`src/rtl/cpu_pkg.sv`:
```
// Shared CPU definitions: datapath widths, control-word bit layout, ALU op
// encodings and the ID/EX slot state type.
package cpu_pkg;

    localparam int XLEN       = 32;
    localparam int REG_ADDR_W = 5;
    localparam int CTRL_WIDTH = 16;
    localparam int FUNCT_W    = 4;

    // Control-word bit indices; bits [15:9] are reserved and must be zero.
    localparam int IS_MEM_TO_REG = 0;
    localparam int REG_WR_EN     = 1;
    localparam int MEM_WE        = 2;
    localparam int MEM_RE        = 3;
    localparam int IS_BRANCH     = 4;
    localparam int ALUSRC        = 5;
    localparam int ALUOP_LSB     = 6;
    localparam int ALUOP_MSB     = 7;
    localparam int IS_JAL        = 8;

    typedef enum logic [1:0] {
        ALUOP_ADD    = 2'b00,
        ALUOP_BRANCH = 2'b01,
        ALUOP_RTYPE  = 2'b10,
        ALUOP_ITYPE  = 2'b11
    } aluop_e;

    typedef enum logic {
        SLOT_EMPTY = 1'b0,
        SLOT_FULL  = 1'b1
    } slot_state_e;

endpackage

```
`src/rtl/id_ex_reg_hazard_detect.sv`:
```
// Combinational load-use detector: a load in EX whose destination matches
// either source of the instruction in ID (both sources compared, x0 exempt).
module hazard_detect
    import cpu_pkg::*;
(
    input  logic                  id_valid,
    input  logic                  ex_valid,
    input  logic                  ex_mem_re,
    input  logic [REG_ADDR_W-1:0] ex_rd,
    input  logic [REG_ADDR_W-1:0] id_rs1,
    input  logic [REG_ADDR_W-1:0] id_rs2,
    output logic                  hazard
);

    logic rd_match;

    assign rd_match = (ex_rd == id_rs1) || (ex_rd == id_rs2);
    assign hazard   = id_valid && ex_valid && ex_mem_re
                      && (ex_rd != '0) && rd_match;

endmodule

```
`src/rtl/id_ex_reg.sv`:
```
// ID/EX pipeline register with load-use bubble insertion and flush.
// Optional bubble counter output enabled by defining IDEX_PERF_CNT_EN.
//
// state      | meaning
// SLOT_EMPTY | EX slot holds a bubble; o_ex_ctrl is all-zero
// SLOT_FULL  | EX slot holds a real instruction
module id_ex_reg #(
    parameter int CTRL_WIDTH = cpu_pkg::CTRL_WIDTH,
    parameter int XLEN       = cpu_pkg::XLEN
) (
    input  logic                          i_clk,
    input  logic                          i_rst,
    input  logic                          i_id_valid,
    output logic                          o_id_ready,
    input  logic [CTRL_WIDTH-1:0]         i_id_ctrl,
    input  logic [XLEN-1:0]               i_id_pc,
    input  logic [XLEN-1:0]               i_id_rs1_data,
    input  logic [XLEN-1:0]               i_id_rs2_data,
    input  logic [XLEN-1:0]               i_id_imm,
    input  logic [cpu_pkg::REG_ADDR_W-1:0] i_id_rs1,
    input  logic [cpu_pkg::REG_ADDR_W-1:0] i_id_rs2,
    input  logic [cpu_pkg::REG_ADDR_W-1:0] i_id_rd,
    input  logic [cpu_pkg::FUNCT_W-1:0]   i_id_funct,
    input  logic                          i_ex_ready,
    input  logic                          i_flush,
    output logic                          o_ex_valid,
    output logic [CTRL_WIDTH-1:0]         o_ex_ctrl,
    output logic [XLEN-1:0]               o_ex_pc,
    output logic [XLEN-1:0]               o_ex_rs1_data,
    output logic [XLEN-1:0]               o_ex_rs2_data,
    output logic [XLEN-1:0]               o_ex_imm,
    output logic [cpu_pkg::REG_ADDR_W-1:0] o_ex_rs1,
    output logic [cpu_pkg::REG_ADDR_W-1:0] o_ex_rs2,
    output logic [cpu_pkg::REG_ADDR_W-1:0] o_ex_rd,
    output logic [cpu_pkg::FUNCT_W-1:0]   o_ex_funct,
    output logic                          o_load_use_stall
`ifdef IDEX_PERF_CNT_EN
    ,
    output logic [31:0]                   o_bubble_cnt
`endif
);

    import cpu_pkg::*;

    slot_state_e state_q, state_d;
    logic        advance;
    logic        hazard;
    logic        load_en;
    logic        clr_ctrl;
    logic        hazard_bubble;

    assign o_ex_valid = (state_q == SLOT_FULL);
    assign advance    = !o_ex_valid || i_ex_ready;

    hazard_detect u_hazard_detect (
        .id_valid  (i_id_valid),
        .ex_valid  (o_ex_valid),
        .ex_mem_re (o_ex_ctrl[MEM_RE]),
        .ex_rd     (o_ex_rd),
        .id_rs1    (i_id_rs1),
        .id_rs2    (i_id_rs2),
        .hazard    (hazard)
    );

    assign o_load_use_stall = hazard && !i_flush && !i_rst;
    assign o_id_ready       = advance && !hazard && !i_flush && !i_rst;

    always_comb begin
        state_d       = state_q;
        load_en       = 1'b0;
        clr_ctrl      = 1'b0;
        hazard_bubble = 1'b0;
        if (i_flush) begin
            state_d  = SLOT_EMPTY;
            clr_ctrl = 1'b1;
        end else if (!advance) begin
            state_d = state_q;
        end else if (hazard) begin
            state_d       = SLOT_EMPTY;
            clr_ctrl      = 1'b1;
            hazard_bubble = 1'b1;
        end else if (i_id_valid) begin
            state_d = SLOT_FULL;
            load_en = 1'b1;
        end else begin
            state_d  = SLOT_EMPTY;
            clr_ctrl = 1'b1;
        end
    end

    // Data fields hold across bubbles; only the control word is cleared.
    always_ff @(posedge i_clk) begin
        if (i_rst) begin
            state_q       <= SLOT_EMPTY;
            o_ex_ctrl     <= '0;
            o_ex_pc       <= '0;
            o_ex_rs1_data <= '0;
            o_ex_rs2_data <= '0;
            o_ex_imm      <= '0;
            o_ex_rs1      <= '0;
            o_ex_rs2      <= '0;
            o_ex_rd       <= '0;
            o_ex_funct    <= '0;
        end else begin
            state_q <= state_d;
            if (load_en) begin
                o_ex_ctrl     <= i_id_ctrl;
                o_ex_pc       <= i_id_pc;
                o_ex_rs1_data <= i_id_rs1_data;
                o_ex_rs2_data <= i_id_rs2_data;
                o_ex_imm      <= i_id_imm;
                o_ex_rs1      <= i_id_rs1;
                o_ex_rs2      <= i_id_rs2;
                o_ex_rd       <= i_id_rd;
                o_ex_funct    <= i_id_funct;
            end else if (clr_ctrl) begin
                o_ex_ctrl <= '0;
            end
        end
    end

`ifdef IDEX_PERF_CNT_EN
    always_ff @(posedge i_clk) begin
        if (i_rst) begin
            o_bubble_cnt <= '0;
        end else if ((i_flush || hazard_bubble) && (o_bubble_cnt != 32'hFFFF_FFFF)) begin
            o_bubble_cnt <= o_bubble_cnt + 32'd1;
        end
    end
`endif

    a_bubble_ctrl_zero : assert property (@(posedge i_clk) disable iff (i_rst)
        !o_ex_valid |-> (o_ex_ctrl == '0));

endmodule
```
`config.mk`:
```
export PLATFORM = sky130hd
export DESIGN_NAME = id_ex_reg
export DESIGN_NICKNAME = d
export VERILOG_FILES = /design/src/rtl/cpu_pkg.sv /design/src/rtl/id_ex_reg_hazard_detect.sv /design/src/rtl/id_ex_reg.sv
export SDC_FILE = /design/constraint.sdc
export NUM_CORES = 1
export LEC_CHECK = 0
export BUFFER_PORTS_ARGS = -buffer_cell sky130_fd_sc_hd__buf_4
export CAP_MARGIN = 20
export CORE_MARGIN = 2
export CORE_UTILIZATION = 48
export CTS_BUF_LIST = sky130_fd_sc_hd__clkbuf_16
export CTS_CLUSTER_SIZE = 8
export DETAILED_ROUTE_END_ITERATION = 16
export GPL_TIMING_DRIVEN = 0
export PLACE_DENSITY = 0.89
export SLEW_MARGIN = 0
export SYNTH_ARGS = -nofsm -noshare
export SYNTH_HDL_FRONTEND = slang
export SYNTH_SLANG_ARGS = --single-unit
```
`constraint.sdc`:
```
create_clock -name i_clk -period 2.2 [get_ports i_clk]
set_input_delay 0.33 -clock i_clk [delete_from_list [all_inputs] [get_ports i_clk]]
set_output_delay 0.33 -clock i_clk [all_outputs]
set_load 0.02 [all_outputs]
```
==> After elaboration in Yosys (flattened, before gate mapping) <==
Index checks and enable logic that the tools add are counted.
{ "totals": {"regBits": 164, "inputBits": 168, "output_inout_bits": 166} }
{ "classes": {"n_eq_ne": 2, "n_mux": 10, "reduce_logical": 18} }
{ "ops": {"columns": ["op", "n"], "rows": [
  ["2-to-1 mux 16 bit", 2],
  ["== test 5 bit", 2],
  ["logical AND 1 bit", 9],
  ["2-to-1 mux 1 bit", 8],
  ["nonzero test 5 bit", 1],
  ["logical NOT 1 bit", 4],
  ["logical OR 1 bit", 2],
  ["nonzero test 2 bit", 1],
  ["OR reduction 2 bit", 1]
]} }

==> Logic depth before layout (Yosys ltp) <==
{ "logic_depth": {"word_depth": 9, "mapped_depth": 8, "depth_no_buf": 5} }

==> By module <==
A second synthesis with hierarchy kept.
{ "unflattened": {"hier_cells": 701, "area_unflattened_um2": 7263.2} }
{ "by_module_without_submodules": {"columns": ["mod", "n_inst", "cells_per_inst", "area_each_um2", "seq_area_each_um2"], "rows": [
  ["id_ex_reg", 1, 684, 7134.3, 3283.1],
  ["hazard_detect", 1, 17, 128.9, 0.0]
]} }

==> Worst setup path before layout <==
OpenSTA, ideal clock, no wires.
{ "synth_path": {"kind": "register -> output", "start": "register o_ex_rd[0] (netlist bit)", "end": "output o_id_ready", "arrival_ps": 2064, "required_time_ps": 1870, "setup_slack_ps": -194, "path_stages_with_launch": 6, "path_buffers": 1, "cell_sequence": "dfxtp_1 -> or4_1 -> o2111ai_2 -> buf_2 -> nor2_1 -> nor4_1"} }
{ "synth_via": {"elab_chain_len": 7} }
{ "synth_rtl": {"columns": ["element", "line_no", "rtl"], "rows": [
  ["from (decl)", "id_ex_reg.sv:34", "output logic [cpu_pkg::REG_ADDR_W-1:0] o_ex_rd,"],
  ["from (signal assigned)", "id_ex_reg.sv:114", "o_ex_rd <= i_id_rd;"],
  ["== test 5 bit / nonzero test 5 bit (equally long branches)", "id_ex_reg_hazard_detect.sv:17, id_ex_reg_hazard_detect.sv:19", null],
  ["logical OR 1 bit / logical AND 1 bit (equally long branches)", "id_ex_reg_hazard_detect.sv:17, id_ex_reg_hazard_detect.sv:19", null],
  ["logical AND 1 bit (*)", "id_ex_reg_hazard_detect.sv:19", "&& (ex_rd != '0) && rd_match;"],
  ["logical NOT 1 bit (*)", "id_ex_reg.sv:66", "assign o_id_ready = advance && !hazard && !i_flush && !i_rst;"],
  ["logical AND 1 bit (*) (3 in series)", "id_ex_reg.sv:66", null],
  ["to (decl)", "id_ex_reg.sv:14", "output logic o_id_ready,"]
]} }
Every way passes the cells marked *; elsewhere a longest branch is shown, timed or not.

==> Final worst setup path <==
Ends and elaborated chain as after synthesis.

==> impl_metrics.py <==
metrics = {
    "critical_path": {
        "worstPathRequired_ns": 1.87,
        "rr_worst_depth": 10,
        "worst_ep_arrival_time_ns": 2.14,
        "crit_fanout": 4,
        "slowest_delay_ns": 0.57,
        "critPathCaptureType": "primary output",
        "cp-start-kind": "flip-flop",
        "critPathSlowestCell": "or4_4",
        "crit_type": "flip-flop to primary output",
        "path_cells": "or4_4 > o2111ai_4 > buf_6 > nor2_2 > nor4_2 > buf_4",
    },
    "synth": {
        "synth_cell_types": 24,
        "synth-seq-area-share": 0.438,
        "ys_ff_latch": 164,
        "synth.area.top_cells": "dfxtp_1, nand2b_1, mux2i_1",
        "netlist.area_leader.share": 0.438,
        "synthTopCellsByCount": "nand2b_1, dfxtp_1, mux2i_1",
        "synth_warnings": 0,
        "syn_nets": 907,
        "synth_top_flop_cell": "dfxtp_1",
        "syn_avg_cell_area_um2": 10.2,
        "syn_area_um2": 7500,
        "synth_area_leader_cell": "dfxtp_1",
        "yosysMostFrequentCell": "nand2b_1",
        "async_reset_ff_frac": 0,
        "synthCells": 739,
        "synth_edf_count": 0,
    },
    "place": {
        "dpl_worst_slack_ns": -0.0642,
        "io_buffers": 332,
        "dp.cells": 1282,
        "gp_congestion": 0.815,
        "dp_hpwl_um": 15800,
    },
    "timing": {
        "period_share": 1.12,
        "clock_skew_ns": 0.00685,
        "fin_setup_tns_ns": -23.13,
        "fin_crit_ns": 2.47,
        "hold_viol_final": 0,
        "setup_viol": 149,
        "worst_slew_pin_slew_ns": 0.733,
        "slew_viol_final": 0,
        "finalWorstSetupSlack_ns": -0.273,
        "max_freq_mhz": 404,
        "rsz0062_at_grt": "true",
        "slew_headroom": 0.512,
    },
    "die": {
        "die_area_um2": 16600,
        "initial_utilization": 0.492,
        "io_pins": 334,
        "die-width_um": 129,
        "rows": 45,
        "fp.coreArea_um2": 15300,
        "die_h_um": 129,
    },
    "route": {
        "via_count": 6469,
        "drt_iter0_drc": 229,
        "vias_per_cell": 4.82,
        "wire_per_inst_um": 16.9,
        "drc": 0,
        "firstDrtPassIters": 4,
        "ant_nets": 0,
        "wl_um": 22700,
    },
    "outcome": {
        "violations": "negative setup slack",
        "status": "finished, violations left",
    },
    "pwr": {
        "switchingPower_w": 0.00193,
        "powerDensity_nw_per_um2": 668,
        "cellLeakagePower_nw": 5.02,
        "p_int_w": 0.00575,
        "swShare": 0.251,
        "clkPwrFrac": 0.400,
        "max-vdd-ir-drop_uv": 515,
        "total_power_w": 0.00768,
        "p_comb_frac": 0.182,
        "seqPwrFrac": 0.418,
    },
    "hold_path": {
        "hp-class": "input port to flip-flop",
        "holdPathStages": 2,
    },
    "global_route": {
        "antenna_found_initial": 0,
        "grt_pass1_vias": 6519,
        "grt_max_degree": 17,
        "grt_usage": 0.252,
        "grt_first_pass_wirelength_um": 33000,
        "overflow": 0,
    },
    "finish": {
        "post-route-util": 0.754,
        "fillers": 1061,
        "fin_nets": 1288,
        "synthToLayoutAreaGrowth_pct": 53.3,
        "antenna_cells": 0,
        "stdcell_count": 1343,
        "drive_above_1_share": 0.376,
    },
    "clock_tree": {
        "cts_sinks": 164,
        "numCtsBuffers": 17,
        "clock_path_buffers": 2,
        "cts.clk_slew.worst_paths_ns": 0.06,
        "clkLatencyLatePin_ns": 0.42,
        "cts_tree": "yes",
        "h-tree-depth": 4,
        "clockRootBuffer": "clkbuf_16",
    },
    "run": {
        "cap_viol_max_count": 0,
    },
}
## cell usage in the layout, fill, tap and decap left out, drive strengths merged
master / synthesis / routed
clkinvlp: 0 / 2
nor3b: 1 / 1
nand2b: 295 / 295
xor2: 10 / 10
a211oi: 1 / 1
clkinv: 0 / 6
nor3: 2 / 2
a22oi: 1 / 1
nor4: 2 / 2
bufinv: 0 / 4
mux2i: 147 / 147
clkbuf: 38 / 71
o2111ai: 1 / 1
o211ai: 16 / 16
nand2: 16 / 16
a21oi: 16 / 16
nor2b: 1 / 1
o21ai: 1 / 1
buf: 21 / 367
dfxtp: 164 / 164
or4: 1 / 1
o21a: 1 / 1
nor2: 4 / 4
inv: 0 / 2
## logic make-up after synthesis
kind of cell,count (synthesis),share of synthesized area
mux,147,0.196
compound gates,37,0.0324
simple gates,322,0.262
buf+inv,59,0.0599
xor+xnor,10,0.0117
flops,164,0.438
## sequential cells by signal (all words and copies together) (netlist names), 5 cells and up
signal and count:
o_ex_ctrl 16, o_ex_rs1_data 32, o_ex_rs2 5, o_ex_rs1 5, o_ex_pc 32, o_ex_rs2_data 32, o_ex_rd 5, o_ex_imm 32
## power by group through the flow
stage,Combinational [W],Clock [W],Sequential (W)
2_1_floorplan,0.000496,0,0.00344
3_3_place_gp,0.00125,0,0.00326
3_5_place_dp,0.00126,0,0.00327
4_1_cts,0.00128,0.00310,0.00321
5_1_grt,0.00149,0.00324,0.00322
6_report,0.00140,0.00307,0.00321
## critical path, delay by kind of cell, from the launching register on
kind | cells | cell delay (ns)
compound gates | 1 | 0.25
simple gates | 3 | 0.80
flops | 1 | 0.35
buf+inv | 2 | 0.32
## layer usage
layer / part of all wire / vias up / global-route usage
li1: - / 3164 / -
met1: 0.39 / 3001 / 0.283
met2: 0.51 / 257 / 0.445
met3: 0.078 / 47 / 0.0838
met4: 0.029 / 0 / 0.0965
met5: 0 / - / 0
## per-stage QoR
step           cell area [µm²]  hold slack, ns
2_1_floorplan             7520           0.408
4_1_cts                  10900           0.115
3_3_place_gp             10300           0.442
5_1_grt                  11500           0.128
3_5_place_dp             10300           0.447
6_report                 11500           0.132
## final timing paths
check        slack (ns)                          to                  startpoint
min reg2reg        0.46  o_ex_ctrl[11]$_SDFFE_PP0P_  o_ex_ctrl[11]$_SDFFE_PP0P_
max               -0.27                  o_id_ready     o_ex_rd[0]$_SDFFE_PP0P_
min                0.13     o_ex_valid$_SDFFE_PP0N_                     i_flush
max reg2reg       -0.23   o_ex_imm[16]$_SDFFE_PP0P_     o_ex_rd[0]$_SDFFE_PP0P_
## timing repair
action                                  CTS  global route
cloned                                    0            17
gates resized for setup                  16            14
pin swaps                                 1             2
setup buffers                             4             9
endpoints found under the setup margin    2           113
hold buffers                              0             0
## area by class of cell
class	instances	area (µm²)	share of cell area
well taps	211	264	0.0230
clock buffers	17	425	0.0370
clock inverters	14	170	0.0148
multi-input cells	516	3830	0.333
repair buffers	362	3020	0.262
plain buffers	59	503	0.0437
flip-flops and latches	164	3290	0.286
(Power assumes the default switching activity.)
